File: config.mk
export PLATFORM = sky130hd
export DESIGN_NAME = usart_rx_frame_engine
export DESIGN_NICKNAME = d
export VERILOG_FILES = /design/src/rtl/usart_rx_pkg.sv /design/src/rtl/usart_rx_fifo.sv /design/src/rtl/usart_rx_frame_engine.sv
export SDC_FILE = /design/constraint.sdc
export NUM_CORES = 1
export LEC_CHECK = 0
export BUFFER_PORTS_ARGS = -buffer_cell sky130_fd_sc_hd__buf_2
export CAP_MARGIN = 0
export CORE_MARGIN = 1.5
export CORE_UTILIZATION = 36
export CTS_CLUSTER_DIAMETER = 120
export DETAILED_ROUTE_END_ITERATION = 10
export SYNTH_ARGS = -nofsm -noshare
export SYNTH_HDL_FRONTEND = slang
export SYNTH_HIERARCHICAL = 1
export SYNTH_SLANG_ARGS = --single-unit
File: constraint.sdc
create_clock -name i_fosk -period 5.7 [get_ports i_fosk]
set_input_delay 1.14 -clock i_fosk [delete_from_list [all_inputs] [get_ports i_fosk]]
set_output_delay 1.14 -clock i_fosk [all_outputs]
set_load 0.005 [all_outputs]
File: src/rtl/usart_rx_pkg.sv
// Shared types and decode helpers for the USART receive frame engine.
package usart_rx_pkg;

  typedef enum logic [2:0] {
    ST_IDLE,
    ST_START,
    ST_DATA,
    ST_PARITY,
    ST_STOP
  } rx_state_e;

  localparam int DATA_W_LIMIT = 9;

  localparam logic [2:0] UCSZ_5 = 3'b000;
  localparam logic [2:0] UCSZ_6 = 3'b001;
  localparam logic [2:0] UCSZ_7 = 3'b010;
  localparam logic [2:0] UCSZ_8 = 3'b011;
  localparam logic [2:0] UCSZ_9 = 3'b111;

  localparam logic [1:0] UPM_EVEN = 2'b10;
  localparam logic [1:0] UPM_ODD  = 2'b11;

  typedef struct packed {
    logic                    pe;
    logic                    fe;
    logic [DATA_W_LIMIT-1:0] data;
  } rx_entry_t;

  // A 9-bit code on an 8-bit build clamps to the widest supported length.
  function automatic logic [3:0] ucsz_to_len(input logic [2:0] ucsz, input int maxW);
    logic [3:0] len;
    case (ucsz)
      UCSZ_5:  len = 4'd5;
      UCSZ_6:  len = 4'd6;
      UCSZ_7:  len = 4'd7;
      UCSZ_8:  len = 4'd8;
      UCSZ_9:  len = 4'd9;
      default: len = 4'd8;
    endcase
    if (int'(len) > maxW) len = 4'(maxW);
    return len;
  endfunction

endpackage

File: src/rtl/usart_rx_fifo.sv
// Synchronous receive FIFO; a pop frees a slot for a push in the same cycle.
module usart_rx_fifo
  import usart_rx_pkg::*;
#(
  parameter int WIDTH = 11,
  parameter int DEPTH = 4
) (
  input  logic                     clk_i,
  input  logic                     rst_i,
  input  logic                     flush_i,
  input  logic                     push_i,
  input  logic                     pop_i,
  input  logic [WIDTH-1:0]         din_i,
  output logic [WIDTH-1:0]         dout_o,
  output logic                     full_o,
  output logic                     empty_o,
  output logic [$clog2(DEPTH):0]   level_o
);

  localparam int PTR_W = $clog2(DEPTH);
  localparam logic [PTR_W:0] CNT_FULL = (PTR_W+1)'(DEPTH);

  logic [WIDTH-1:0] mem_q [DEPTH];
  logic [PTR_W-1:0] wrPtr_q, wrPtr_d;
  logic [PTR_W-1:0] rdPtr_q, rdPtr_d;
  logic [PTR_W:0]   count_q, count_d;
  logic             popOk, pushOk;

  assign empty_o = (count_q == '0);
  assign full_o  = (count_q == CNT_FULL);
  assign popOk   = pop_i && !empty_o;
  assign pushOk  = push_i && (!full_o || popOk);
  assign level_o = count_q;
  assign dout_o  = empty_o ? '0 : mem_q[rdPtr_q];

  always_comb begin
    wrPtr_d = wrPtr_q;
    rdPtr_d = rdPtr_q;
    count_d = count_q;
    if (flush_i) begin
      wrPtr_d = '0;
      rdPtr_d = '0;
      count_d = '0;
    end else begin
      if (pushOk) wrPtr_d = wrPtr_q + 1'b1;
      if (popOk)  rdPtr_d = rdPtr_q + 1'b1;
      case ({pushOk, popOk})
        2'b10:   count_d = count_q + 1'b1;
        2'b01:   count_d = count_q - 1'b1;
        default: count_d = count_q;
      endcase
    end
  end

  always_ff @(posedge clk_i) begin
    if (rst_i) begin
      wrPtr_q <= '0;
      rdPtr_q <= '0;
      count_q <= '0;
    end else begin
      wrPtr_q <= wrPtr_d;
      rdPtr_q <= rdPtr_d;
      count_q <= count_d;
    end
  end

  // Storage needs no reset: the head is masked to zero while empty.
  always_ff @(posedge clk_i) begin
    if (pushOk && !flush_i) mem_q[wrPtr_q] <= din_i;
  end

endmodule

File: src/rtl/usart_rx_frame_engine.sv
// Oversampling USART receiver with internal frame FSM and receive FIFO.
// Optional multi-processor drop filter enabled by defining USART_RX_MPCM_EN.
module usart_rx_frame_engine
  import usart_rx_pkg::*;
#(
  parameter int DATA_W_MAX = 9,
  parameter int OVS        = 16,
  parameter int FIFO_DEPTH = 4
) (
  input  logic                          i_fosk,
  input  logic                          i_rst,
  input  logic                          i_rxd,
  input  logic                          i_rxclk,
  input  logic                          i_en,
  input  logic [2:0]                    i_ucsz,
  input  logic [1:0]                    i_upm,
  input  logic                          i_pop,
`ifdef USART_RX_MPCM_EN
  input  logic                          i_mpcm,
`endif
  output logic [DATA_W_MAX-1:0]         o_data,
  output logic                          o_fe,
  output logic                          o_pe,
  output logic                          o_dor,
  output logic                          o_valid,
  output logic [$clog2(FIFO_DEPTH):0]   o_level,
  output logic                          o_busy
);

  localparam int CNT_W  = $clog2(OVS);
  localparam int WORD_W = DATA_W_MAX + 2;
  localparam logic [CNT_W-1:0] TICK_DEC = CNT_W'(OVS/2 + 1);
  localparam logic [CNT_W-1:0] TICK_END = CNT_W'(OVS - 1);

  rx_state_e              state_q, state_d;
  logic                   sync1_q, sync2_q;
  logic [2:0]             samp_q;
  logic [CNT_W-1:0]       cnt_q, cnt_d;
  logic [3:0]             bitIdx_q, bitIdx_d;
  logic [3:0]             len_q, len_d;
  logic                   parEn_q, parEn_d;
  logic                   parOdd_q, parOdd_d;
  logic [DATA_W_MAX-1:0]  data_q, data_d;
  logic                   pe_q, pe_d;
  logic                   dor_q, dor_d;

  logic [2:0]             sampNew;
  logic                   majBit;
  logic [CNT_W-1:0]       tickCur;
  logic                   isDec, isEnd;
  logic                   frameDone, frameFe;
  logic                   mpcmDrop, pushReq;
  logic                   fifoFull, fifoEmpty;
  rx_entry_t              pushEntry;
  logic [WORD_W-1:0]      pushWord, headWord;

  assign sampNew = {samp_q[1:0], sync2_q};
  assign majBit  = (sampNew[0] & sampNew[1]) | (sampNew[0] & sampNew[2]) | (sampNew[1] & sampNew[2]);
  assign tickCur = cnt_q + 1'b1;
  assign isDec   = (tickCur == TICK_DEC);
  assign isEnd   = (tickCur == TICK_END);

  // cnt_q holds the in-bit index of the latest tick; the falling-edge tick is index 0.
  always_comb begin
    state_d   = state_q;
    cnt_d     = cnt_q;
    bitIdx_d  = bitIdx_q;
    len_d     = len_q;
    parEn_d   = parEn_q;
    parOdd_d  = parOdd_q;
    data_d    = data_q;
    pe_d      = pe_q;
    frameDone = 1'b0;
    frameFe   = 1'b0;
    if (!i_en) begin
      state_d = ST_IDLE;
    end else if (i_rxclk) begin
      if (state_q != ST_IDLE) cnt_d = tickCur;
      case (state_q)
        ST_IDLE: begin
          if (samp_q[0] && !sync2_q) begin
            state_d  = ST_START;
            cnt_d    = '0;
            bitIdx_d = '0;
            len_d    = ucsz_to_len(i_ucsz, DATA_W_MAX);
            parEn_d  = (i_upm == UPM_EVEN) || (i_upm == UPM_ODD);
            parOdd_d = (i_upm == UPM_ODD);
            data_d   = '0;
            pe_d     = 1'b0;
          end
        end
        ST_START: begin
          if (isDec && majBit) state_d = ST_IDLE;
          else if (isEnd)      state_d = ST_DATA;
        end
        ST_DATA: begin
          if (isDec) data_d[bitIdx_q] = majBit;
          if (isEnd) begin
            if (bitIdx_q == len_q - 4'd1) state_d = parEn_q ? ST_PARITY : ST_STOP;
            else                          bitIdx_d = bitIdx_q + 4'd1;
          end
        end
        ST_PARITY: begin
          if (isDec) pe_d = majBit ^ (^data_q) ^ parOdd_q;
          if (isEnd) state_d = ST_STOP;
        end
        ST_STOP: begin
          if (isDec) begin
            frameDone = 1'b1;
            frameFe   = ~majBit;
            state_d   = ST_IDLE;
          end
        end
        default: state_d = ST_IDLE;
      endcase
    end
  end

`ifdef USART_RX_MPCM_EN
  assign mpcmDrop = i_mpcm && (len_q == 4'd9) && !data_q[DATA_W_MAX-1];
`else
  assign mpcmDrop = 1'b0;
`endif

  assign pushReq = frameDone && !mpcmDrop;

  always_comb begin
    pushEntry                      = '0;
    pushEntry.pe                   = pe_q;
    pushEntry.fe                   = frameFe;
    pushEntry.data[DATA_W_MAX-1:0] = data_q;
  end

  assign pushWord = {pushEntry.pe, pushEntry.fe, pushEntry.data[DATA_W_MAX-1:0]};

  // Overrun only when the push really is refused, i.e. full with no pop alongside.
  always_comb begin
    dor_d = dor_q;
    if (!i_en)                                dor_d = 1'b0;
    else if (pushReq && fifoFull && !i_pop)   dor_d = 1'b1;
    else if (i_pop)                           dor_d = 1'b0;
  end

  always_ff @(posedge i_fosk) begin
    if (i_rst) begin
      state_q  <= ST_IDLE;
      sync1_q  <= 1'b1;
      sync2_q  <= 1'b1;
      samp_q   <= 3'b111;
      cnt_q    <= '0;
      bitIdx_q <= '0;
      len_q    <= 4'd8;
      parEn_q  <= 1'b0;
      parOdd_q <= 1'b0;
      data_q   <= '0;
      pe_q     <= 1'b0;
      dor_q    <= 1'b0;
    end else begin
      state_q  <= state_d;
      sync1_q  <= i_rxd;
      sync2_q  <= sync1_q;
      if (i_rxclk) samp_q <= sampNew;
      cnt_q    <= cnt_d;
      bitIdx_q <= bitIdx_d;
      len_q    <= len_d;
      parEn_q  <= parEn_d;
      parOdd_q <= parOdd_d;
      data_q   <= data_d;
      pe_q     <= pe_d;
      dor_q    <= dor_d;
    end
  end

  usart_rx_fifo #(
    .WIDTH (WORD_W),
    .DEPTH (FIFO_DEPTH)
  ) u_fifo (
    .clk_i   (i_fosk),
    .rst_i   (i_rst),
    .flush_i (!i_en),
    .push_i  (pushReq),
    .pop_i   (i_pop),
    .din_i   (pushWord),
    .dout_o  (headWord),
    .full_o  (fifoFull),
    .empty_o (fifoEmpty),
    .level_o (o_level)
  );

  assign o_data  = headWord[DATA_W_MAX-1:0];
  assign o_fe    = headWord[DATA_W_MAX];
  assign o_pe    = headWord[DATA_W_MAX+1];
  assign o_valid = !fifoEmpty;
  assign o_dor   = dor_q;
  assign o_busy  = (state_q != ST_IDLE);

endmodule

==> qor.csv, run 1 <==
metric,value,unit
H-tree levels,3,
ys async rst share,0,
crit end category,output pin,
type of the worst min-delay path,register to register,
Max Slew Vio Count,0,
most frequent cells in the layout,"edfxtp_1 (44), dfxtp_1 (41), buf_2 (27)",
Die Span Y,111,µm
CP max stage delay,810,ps
Mean Syn Cell Area,11.5,µm²
worst clock skew,7.38,ps
Synth area leaders,"edfxtp_1 (31%), dfxtp_1 (19%), mux4_2 (5.9%)",
Yosys cell types,63,
Die X,111,µm
wire per inst,14.7,µm
nets@finish,419,
Syn Inst Count,366,
detailed-route vias per instance,5.14,
CP Cell Sequence,mux4_2 -> nor2b_1 -> buf_2,
Total GRT Usage,0.138,
Pleak,1.75,nW
CTS max path bufs,2,
fmax,0.318,GHz
#FFs+latches synth,85,
area used by multi-input combinational logic,0.00189,mm²
drt drc,0,
DIE AREA,0.0124,mm²
status,"complete, no violations",
FF/Latch Area,0.00214,mm²
I/O pins,28,
Worst EP arrival,2000,ps
"Setup violations, final",0,
final hold violations,0,
placed cell count,527,
critical path type,register to output pin,
n_diodes,0,
CP max stage cell,dfxtp_1,
gp weighted congestion,0.806,
share of the synthesized area in the top cell type,0.314,
share of cells above drive strength 1,0.215,
post-route ant nets,0,
fin crit share,0.552,
first-pass GRT wire length,13700,µm
Floorplan Core Area,0.0114,mm²
post-CTS sizing,0,
Synth Net Count,390,
dpl hpwl,5620,µm
fill cell count,1125,
power per cell area,269,mW/mm²
first-pass iteration count of the detailed router,6,
Non-Filler Instances,543,
Initial Utilization,0.369,
worst vdd ir,188,µV
main flop type after synthesis,edfxtp_1,
row count,39,
vias in the first global route,2770,
"commonest non-fill, non-tap cell in the layout",edfxtp_1,
CTS tree,yes,
Area Growth Syn to Fin,13.5,%
CP max FO,11,
root buf cell,clkbuf_16,
Slew HR,0.496,
"Hold-fix buffers, CTS",0,
I/O Buffers,27,
TritonCTS Buffers,9,
CTS sink count,85,
max cap viols,0,
clk_lat worst skew,340,ps
Yosys top cell by area,edfxtp_1,
"Warnings, synthesis",6,
Post-synth EDFFs,44,
"Data required, critical path",4560,ps
largest net degree at the start of global routing,21,
"Seq/Total Area, Yosys",0.508,
Mapped Area,0.00421,mm²
"CTS clk-pin slew, worst paths",70,ps
grt ovf,0,
# Post-CTS Setup Buffers,0,
final wirelength,7970,µm
final setup TNS,0,ps
Iteration-0 DRC Markers,158,
initial antenna violation count,0,
via count,2790,
RSZ-0062 raised after global routing,false,
Tmin final,3140,ps
worst-margin pin slew,755,ps
crit path launch type,register,
worst max-delay path: cells and delay by family (launching register included):
kind / cells / cell delay [ps]
buffers and inverters: 1 / 120
DFF: 1 / 810
muxes: 1 / 600
and+or+nand+nor: 1 / 140
power by group:
group	internal (mW)	switching (mW)	total [mW]
clock	0.352	0.264	0.616
combinational	0.0115	0.0185	0.0301
sequential	0.639	0.00194	0.641
total	1.00	0.284	1.29
routing by layer:
metal  up-vias  part of all wire  track usage
li1       1388                 -            -
met1      1338              0.47        0.176
met2        54              0.48        0.228
met3        10             0.039       0.0344
met4         0             0.013       0.0473
met5         -                 0            0
per-stage QoR:
step / worst slack [ps] / hold WS, ps / area, µm² / power [mW] / utilization
finish: 2560 / 409 / 4780 / 1.29 / 0.419
detailed placement: 2660 / 393 / 4470 / 0.685 / 0.391
floorplan: 2310 / 389 / 4210 / 0.674 / -
global route: 2400 / 428 / 4780 / 1.33 / 0.419
global placement: 2710 / 397 / 4470 / 0.684 / 0.391
CTS: 2470 / 410 / 4780 / 1.30 / 0.419
cells in the mapped netlist, drive strengths merged (6+ instances only):
library cell / count
nor3: 7
mux2i: 9
nand4: 9
xnor2: 15
buf: 12
or2: 10
edfxtp: 44
dfxtp: 41
mux4: 11
nor2b: 14
xor2: 6
nand3: 15
nand2b: 7
inv: 20
nand2: 22
nor2: 24
ha: 12
o21ai: 12
a21oi: 18
layout make-up:
class,instances,area share
clock inverters,7,0.0186
repair buffers,33,0.0377
multi-input cells,246,0.396
clock buffers,9,0.0471
flip-flops and latches,85,0.448
well taps,143,0.0374
inverters,20,0.0157
flip-flops by register name, indices dropped and copies added, names as in the netlist, 2 cells and up, named ones only:
register,count
cnt_q,4
u_fifo/mem_q,44
u_fifo/wrPtr_q,2
bitIdx_q,4
data_q,9
samp_q,2
len_q,4
u_fifo/rdPtr_q,2
state_q,3
u_fifo/level_o,3
worst paths after layout:
kind / end / startpoint / depth (start not counted) / slack [ps]
max: o_data[6] / register / 3 / 2560
min: sync2_q / sync1_q / 1 / 410
max reg2reg: u_fifo/level_o[2] / cnt_q[0] / 12 / 2930
min reg2reg: sync2_q / sync1_q / 1 / 410
cells by family (layout without fill, tap and decap cells):
kind of cell	after synthesis	in the layout	share of synthesized area
AO/OA/AOI/OAI	61	61	0.103
multiplexers	21	21	0.0828
buffers and inverters	35	69	0.0428
adder cells (fa/ha/maj)	14	14	0.0428
flip-flops	85	85	0.508
AND/OR/NAND/NOR	128	128	0.171
XOR/XNOR	22	22	0.0490
Power figures use the tool's default switching activity.
==> inputs of run 2 (changes only) <==
==> constraint.sdc (replaced) <==
create_clock -name i_fosk -period 3.2 [get_ports i_fosk]
set_input_delay 0.64 -clock i_fosk [delete_from_list [all_inputs] [get_ports i_fosk]]
set_output_delay 0.64 -clock i_fosk [all_outputs]
set_load 0.005 [all_outputs]
==> run 2 against run 1 <==
Compared with the run above: non-clock buffer count up 1; sequential share of layout area shrank 0.20 points; global-route usage down 0.19 points; worst setup slack got worse by 2200 ps; power rose by 82%; critical path type is now register to register; largest cell class unchanged.
==> qor.csv, run 2 (synthesis results as in run 1) <==
metric,value,unit,change
status,"complete, no violations",,
"Hold-fix buffers, CTS",0,,unchanged
fmax,0.357,GHz,
"Setup violations, final",0,,unchanged
"Data required, critical path",3460,ps,-1100 ps
final hold violations,0,,unchanged
Floorplan Core Area,0.0114,mm²,unchanged
Worst path top cell family by delay,simple AND/OR/NAND/NOR gates,,
"commonest non-fill, non-tap cell in the layout",edfxtp_1,,
via count,2772,,-0.65%
drt drc,0,,unchanged
n_diodes,0,,unchanged
type of the worst min-delay path,register to register,,
Slew HR,0.543,,+0.0470
switching share of power,0.206,,-0.0151
FF/Latch Area,0.00214,mm²,unchanged
first-pass iteration count of the detailed router,4,,-2
critical path type,register to register,,
Buf/Inv on CP,1,,unchanged
worst vdd ir,344,µV,+83%
Flop pwr share,0.489,,-0.009
CP max stage cell,nor3_1,,
post-route ant nets,0,,unchanged
placed cell count,528,,+0.19%
Tmin final,2810,ps,
share of cells above drive strength 1,0.217,,+0.00196
gp weighted congestion,0.787,,-2.3%
max FFs per register,44,,unchanged
Area Growth Syn to Fin,14.0,%,
I/O pins,28,,unchanged
largest register by flop count,u_fifo/mem_q,,
TritonCTS Buffers,9,,unchanged
worst clock skew,7.51,ps,+0.126 ps
Total GRT Usage,0.136,,-0.00193
max cap viols,0,,unchanged
clk_lat worst skew,330,ps,about the same
DIE AREA,0.0124,mm²,unchanged
crit end category,register,,
final setup TNS,0,ps,unchanged
worst-margin pin slew,679,ps,-75.7 ps
Pleak,1.79,nW,+2.0%
crit path launch type,register,,
dpl hpwl,5730,µm,+1.9%
CP max FO,9,,-2
"Core Util, Final",0.421,,+0.00186
fill cell count,1087,,-3.4%
Iteration-0 DRC Markers,136,,-14%
wire per inst,14.7,µm,+0.25%
post-CTS sizing,0,,unchanged
power per cell area,486,mW/mm²,+81%
combinational power share,0.023,,about the same
Initial Utilization,0.369,,unchanged
detailed-route vias per instance,5.10,,-0.83%
"CTS clk-pin slew, worst paths",70,ps,about the same
Die Span Y,111,µm,unchanged
I/O Buffers,27,,unchanged
CTS sink count,85,,unchanged
root buf cell,clkbuf_16,,
Worst EP arrival,3070,ps,+1070 ps
# Post-CTS Setup Buffers,0,,unchanged
RSZ-0062 raised after global routing,false,,
first-pass GRT wire length,13500,µm,-1.2%
H-tree levels,3,,unchanged
vias in the first global route,2753,,-0.61%
Min Hold Slack,417,ps,+7.72 ps
row count,39,,unchanged
CTS max path bufs,2,,unchanged
Die X,111,µm,unchanged
nets@finish,420,,+0.24%
largest net degree at the start of global routing,21,,unchanged
final wirelength,8010,µm,+0.44%
most frequent cells in the layout,"edfxtp_1 (44), dfxtp_1 (41), buf_2 (27)",,
Psw,0.481,mW,+69%
Max Slew Vio Count,0,,unchanged
Non-Filler Instances,544,,+0.18%
grt ovf,0,,unchanged
fin crit share,0.877,,
clock share of power,0.488,,+0.009
CTS tree,yes,,
CP max stage delay,510,ps,-300 ps
largest registers,"u_fifo/mem_q x44, data_q x9",,
Power Internal,1.86,mW,+85%
area used by multi-input combinational logic,0.00189,mm²,unchanged
CP Cell Sequence,ha_1 -> nand2_1 -> o21ai_2 -> a22oi_1 -> nor3_1 -> inv_1 -> nand2b_1 -> fa_1 -> nand3b_1 -> or3_1 -> a31oi_1,,
initial antenna violation count,0,,unchanged
-- run 2: metal layers --
layer | wire, µm | vias to the layer above | track usage
met2 | 3950 | 42 | 0.233
li1 | - | 1383 | -
met3 | 193 | 9 | 0.0279
met4 | 85 | 0 | 0.0329
met1 | 3780 | 1338 | 0.177
met5 | 0 | - | 0
-- run 2: area by class of cell --
class | instances | share of cell area
flip-flops and latches | 85 | 0.446
multi-input cells | 246 | 0.394
clock buffers | 9 | 0.0469
repair buffers | 34 | 0.0391
well taps | 143 | 0.0372
clock inverters | 7 | 0.0214
inverters | 20 | 0.0156
-- run 2: final timing paths --
check           start  cells after the start  slack, ps           endpoint
max reg2reg  cnt_q[0]                     11        390  u_fifo/level_o[2]
min           sync1_q                      1        420            sync2_q
max          cnt_q[0]                     11        390  u_fifo/level_o[2]
min reg2reg   sync1_q                      1        420            sync2_q
-- run 2: power by group through the flow --
stage / clock (mW) / combinational (mW) / sequential (mW)
3_5_place_dp: 0 / 0.0545 / 1.17
6_report: 1.14 / 0.0536 / 1.14
3_3_place_gp: 0 / 0.0531 / 1.17
4_1_cts: 1.16 / 0.0545 / 1.14
5_1_grt: 1.21 / 0.0603 / 1.14
2_1_floorplan: 0 / 0.0358 / 1.17
-- run 2: through the flow --
step / power (mW) / setup slack, ps / area, µm²
4_1_cts: 2.36 / 441 / 4800
3_3_place_gp: 1.22 / 541 / 4480
5_1_grt: 2.41 / 106 / 4800
6_report: 2.34 / 395 / 4800
2_1_floorplan: 1.20 / 167 / 4210
3_5_place_dp: 1.22 / 456 / 4480
==> inputs of run 3 (changes only) <==
==> constraint.sdc (replaced) <==
create_clock -name i_fosk -period 3.2 [get_ports i_fosk]
set_input_delay 0.32 -clock i_fosk [delete_from_list [all_inputs] [get_ports i_fosk]]
set_output_delay 0.32 -clock i_fosk [all_outputs]
set_load 0.005 [all_outputs]
==> run 3 against run 2 <==
Compared with the run above: via count hardly changed; first-iteration DRC count is 5.9% lower; clock skew decreased by 2.1 ps; flip-flop and latch count unchanged; hold slack worse by 250 ps; highest routed layer unchanged.
==> qor.csv, run 3 (synthesis results as in run 1) <==
metric,value,unit,change
status,"complete, no violations",,
row count,39,,unchanged
crit path launch type,register,,
"CTS clk-pin slew, worst paths",70,ps,about the same
Initial Utilization,0.369,,unchanged
reg2reg start,cnt_q[1],,
Total GRT Usage,0.138,,+0.00192
grt ovf,0,,unchanged
Setup WS pre-CTS,646,ps,+190 ps
max FFs per register,44,,unchanged
CTS sink count,85,,unchanged
fmax,0.389,GHz,+9.0%
DIE AREA,0.0124,mm²,unchanged
placed cell count,527,,-0.19%
H-tree levels,3,,unchanged
clk_lat worst skew,340,ps,about the same
largest register by flop count,u_fifo/mem_q,,
Final Power,2.23,mW,-4.8%
worst vdd ir,232,µV,-33%
max cap viols,0,,unchanged
Area Growth Syn to Fin,13.1,%,
fin crit share,0.804,,-0.0724
share of cells above drive strength 1,0.215,,-0.00196
via count,2770,,-0.072%
I/O pins,28,,unchanged
detailed-route vias per instance,5.10,,+0.11%
RSZ-0062 raised after global routing,false,,
CP max stage delay,410,ps,-100 ps
worst-margin pin slew,788,ps,+109 ps
CTS tree,yes,,
Crit. Startpoint,cnt_q[1],,
Die X,111,µm,unchanged
CTS max path bufs,2,,unchanged
"Data required, critical path",3460,ps,about the same
Top Usage Layer GRT,met2,,
"Setup violations, final",0,,unchanged
Buf/Inv on CP,1,,unchanged
worst clock skew,5.41,ps,-2.10 ps
final hold violations,0,,unchanged
largest net degree at the start of global routing,21,,unchanged
power per cell area,467,mW/mm²,-4.0%
dpl cell area,0.00447,mm²,-0.17%
Setup WS post-layout,627,ps,+232 ps
Non-Filler Instances,543,,-0.18%
Worst path most repeated cell,nand2b_1,,
Pleak,1.76,nW,-1.3%
crit end category,register,,
final wirelength,7950,µm,-0.69%
min-delay src,i_rxd,,
initial antenna violation count,0,,unchanged
dpl hpwl,5610,µm,-2.0%
most frequent cells in the layout,"edfxtp_1 (44), dfxtp_1 (41), buf_2 (27)",,
"commonest non-fill, non-tap cell in the layout",edfxtp_1,,
Worst EP arrival,2830,ps,-240 ps
Floorplan Core Area,0.0114,mm²,unchanged
"Hold-fix buffers, CTS",0,,unchanged
largest registers,"u_fifo/mem_q x44, data_q x9",,
CP max stage cell,dfxtp_1,,
TritonCTS Buffers,9,,unchanged
type of the worst min-delay path,input pin to register,,
Tmin final,2570,ps,-232 ps
global routing usage on met1,0.173,,-0.00356
Min Hold Slack,164,ps,-253 ps
fill cell count,1111,,+2.2%
wire per inst,14.6,µm,-0.50%
nets@finish,419,,-0.24%
# Post-CTS Setup Buffers,0,,unchanged
Worst path top cell family by delay,compound AO/OA/AOI/OAI gates,,
root buf cell,clkbuf_16,,
post-CTS sizing,0,,unchanged
drt drc,0,,unchanged
final setup TNS,0,ps,unchanged
grt met2 use,0.234,,+0.000818
post-route ant nets,0,,unchanged
Iteration-0 DRC Markers,128,,-5.9%
GR Util met3,0.0339,,+0.00601
CP Cell Sequence,ha_1 -> or2_1 -> o21ai_2 -> a22oi_1 -> nor3_1 -> inv_1 -> nand2b_1 -> fa_1 -> nand2b_1 -> o21bai_1 -> a31oi_1,,
Die Span Y,111,µm,unchanged
n_diodes,0,,unchanged
"Core Util, Final",0.417,,-0.00329
CP max FO,9,,unchanged
Max Slew Vio Count,0,,unchanged
vias in the first global route,2797,,+1.6%
Final Cell Area,0.00477,mm²,-0.78%
Slew HR,0.470,,-0.0733
Worst R2R Setup Slack,630,ps,+230 ps
first-pass GRT wire length,13600,µm,+0.35%
critical path type,register to register,,
I/O Buffers,27,,unchanged
gp weighted congestion,0.786,,-0.17%
first-pass iteration count of the detailed router,4,,unchanged
[run 3: changes by cell type in the layout (fill, tap and decap cells not counted)]
cell,change
clkinv_4,+1
inv_8,+4
clkinvlp_4,+1
bufinv_16,-2
buf_4,-1
clkinv_2,-1
inv_6,-3
[run 3: cell type report]
| class | instances | area [µm²] | share of cell area |
|---|---|---|---|
| clock buffer | 9 | 225 | 0.0473 |
| sequential | 85 | 2140 | 0.449 |
| clock inverter | 7 | 72.6 | 0.0152 |
| tap | 143 | 179 | 0.0375 |
| inverter | 20 | 75.1 | 0.0158 |
| multi-input combinational | 246 | 1890 | 0.397 |
| timing repair buffer | 33 | 180 | 0.0378 |
[run 3: worst reg2reg max path, cell delays in order (launching register included)]
cell and delay, ps:
dfxtp_1 410, ha_1 340, or2_1 160, o21ai_2 70
a22oi_1 360, nor3_1 120, inv_1 100, nand2b_1 70
fa_1 380, nand2b_1 170, o21bai_1 150, a31oi_1 170
[run 3: path summary, 6_finish.rpt]
path | cells past startpoint | endpoint
worst max-delay path | 11 | u_fifo/level_o[2]
worst min-delay path | 2 | sync1_q
worst max register to register | 11 | u_fifo/level_o[2]
worst min register to register | 1 | sync2_q
[run 3: power by group]
| group | switching [mW] | internal (mW) |
|---|---|---|
| combinational | 0.0328 | 0.0205 |
| sequential | 0.00354 | 1.14 |
| clock | 0.476 | 0.555 |
| total | 0.512 | 1.71 |
[run 3: routing by layer]
layer  vias to the layer above  share of wire
li1                       1383              -
met1                      1332           0.45
met2                        50           0.50
met3                         5          0.035
met4                         0         0.0074
met5                         -              0
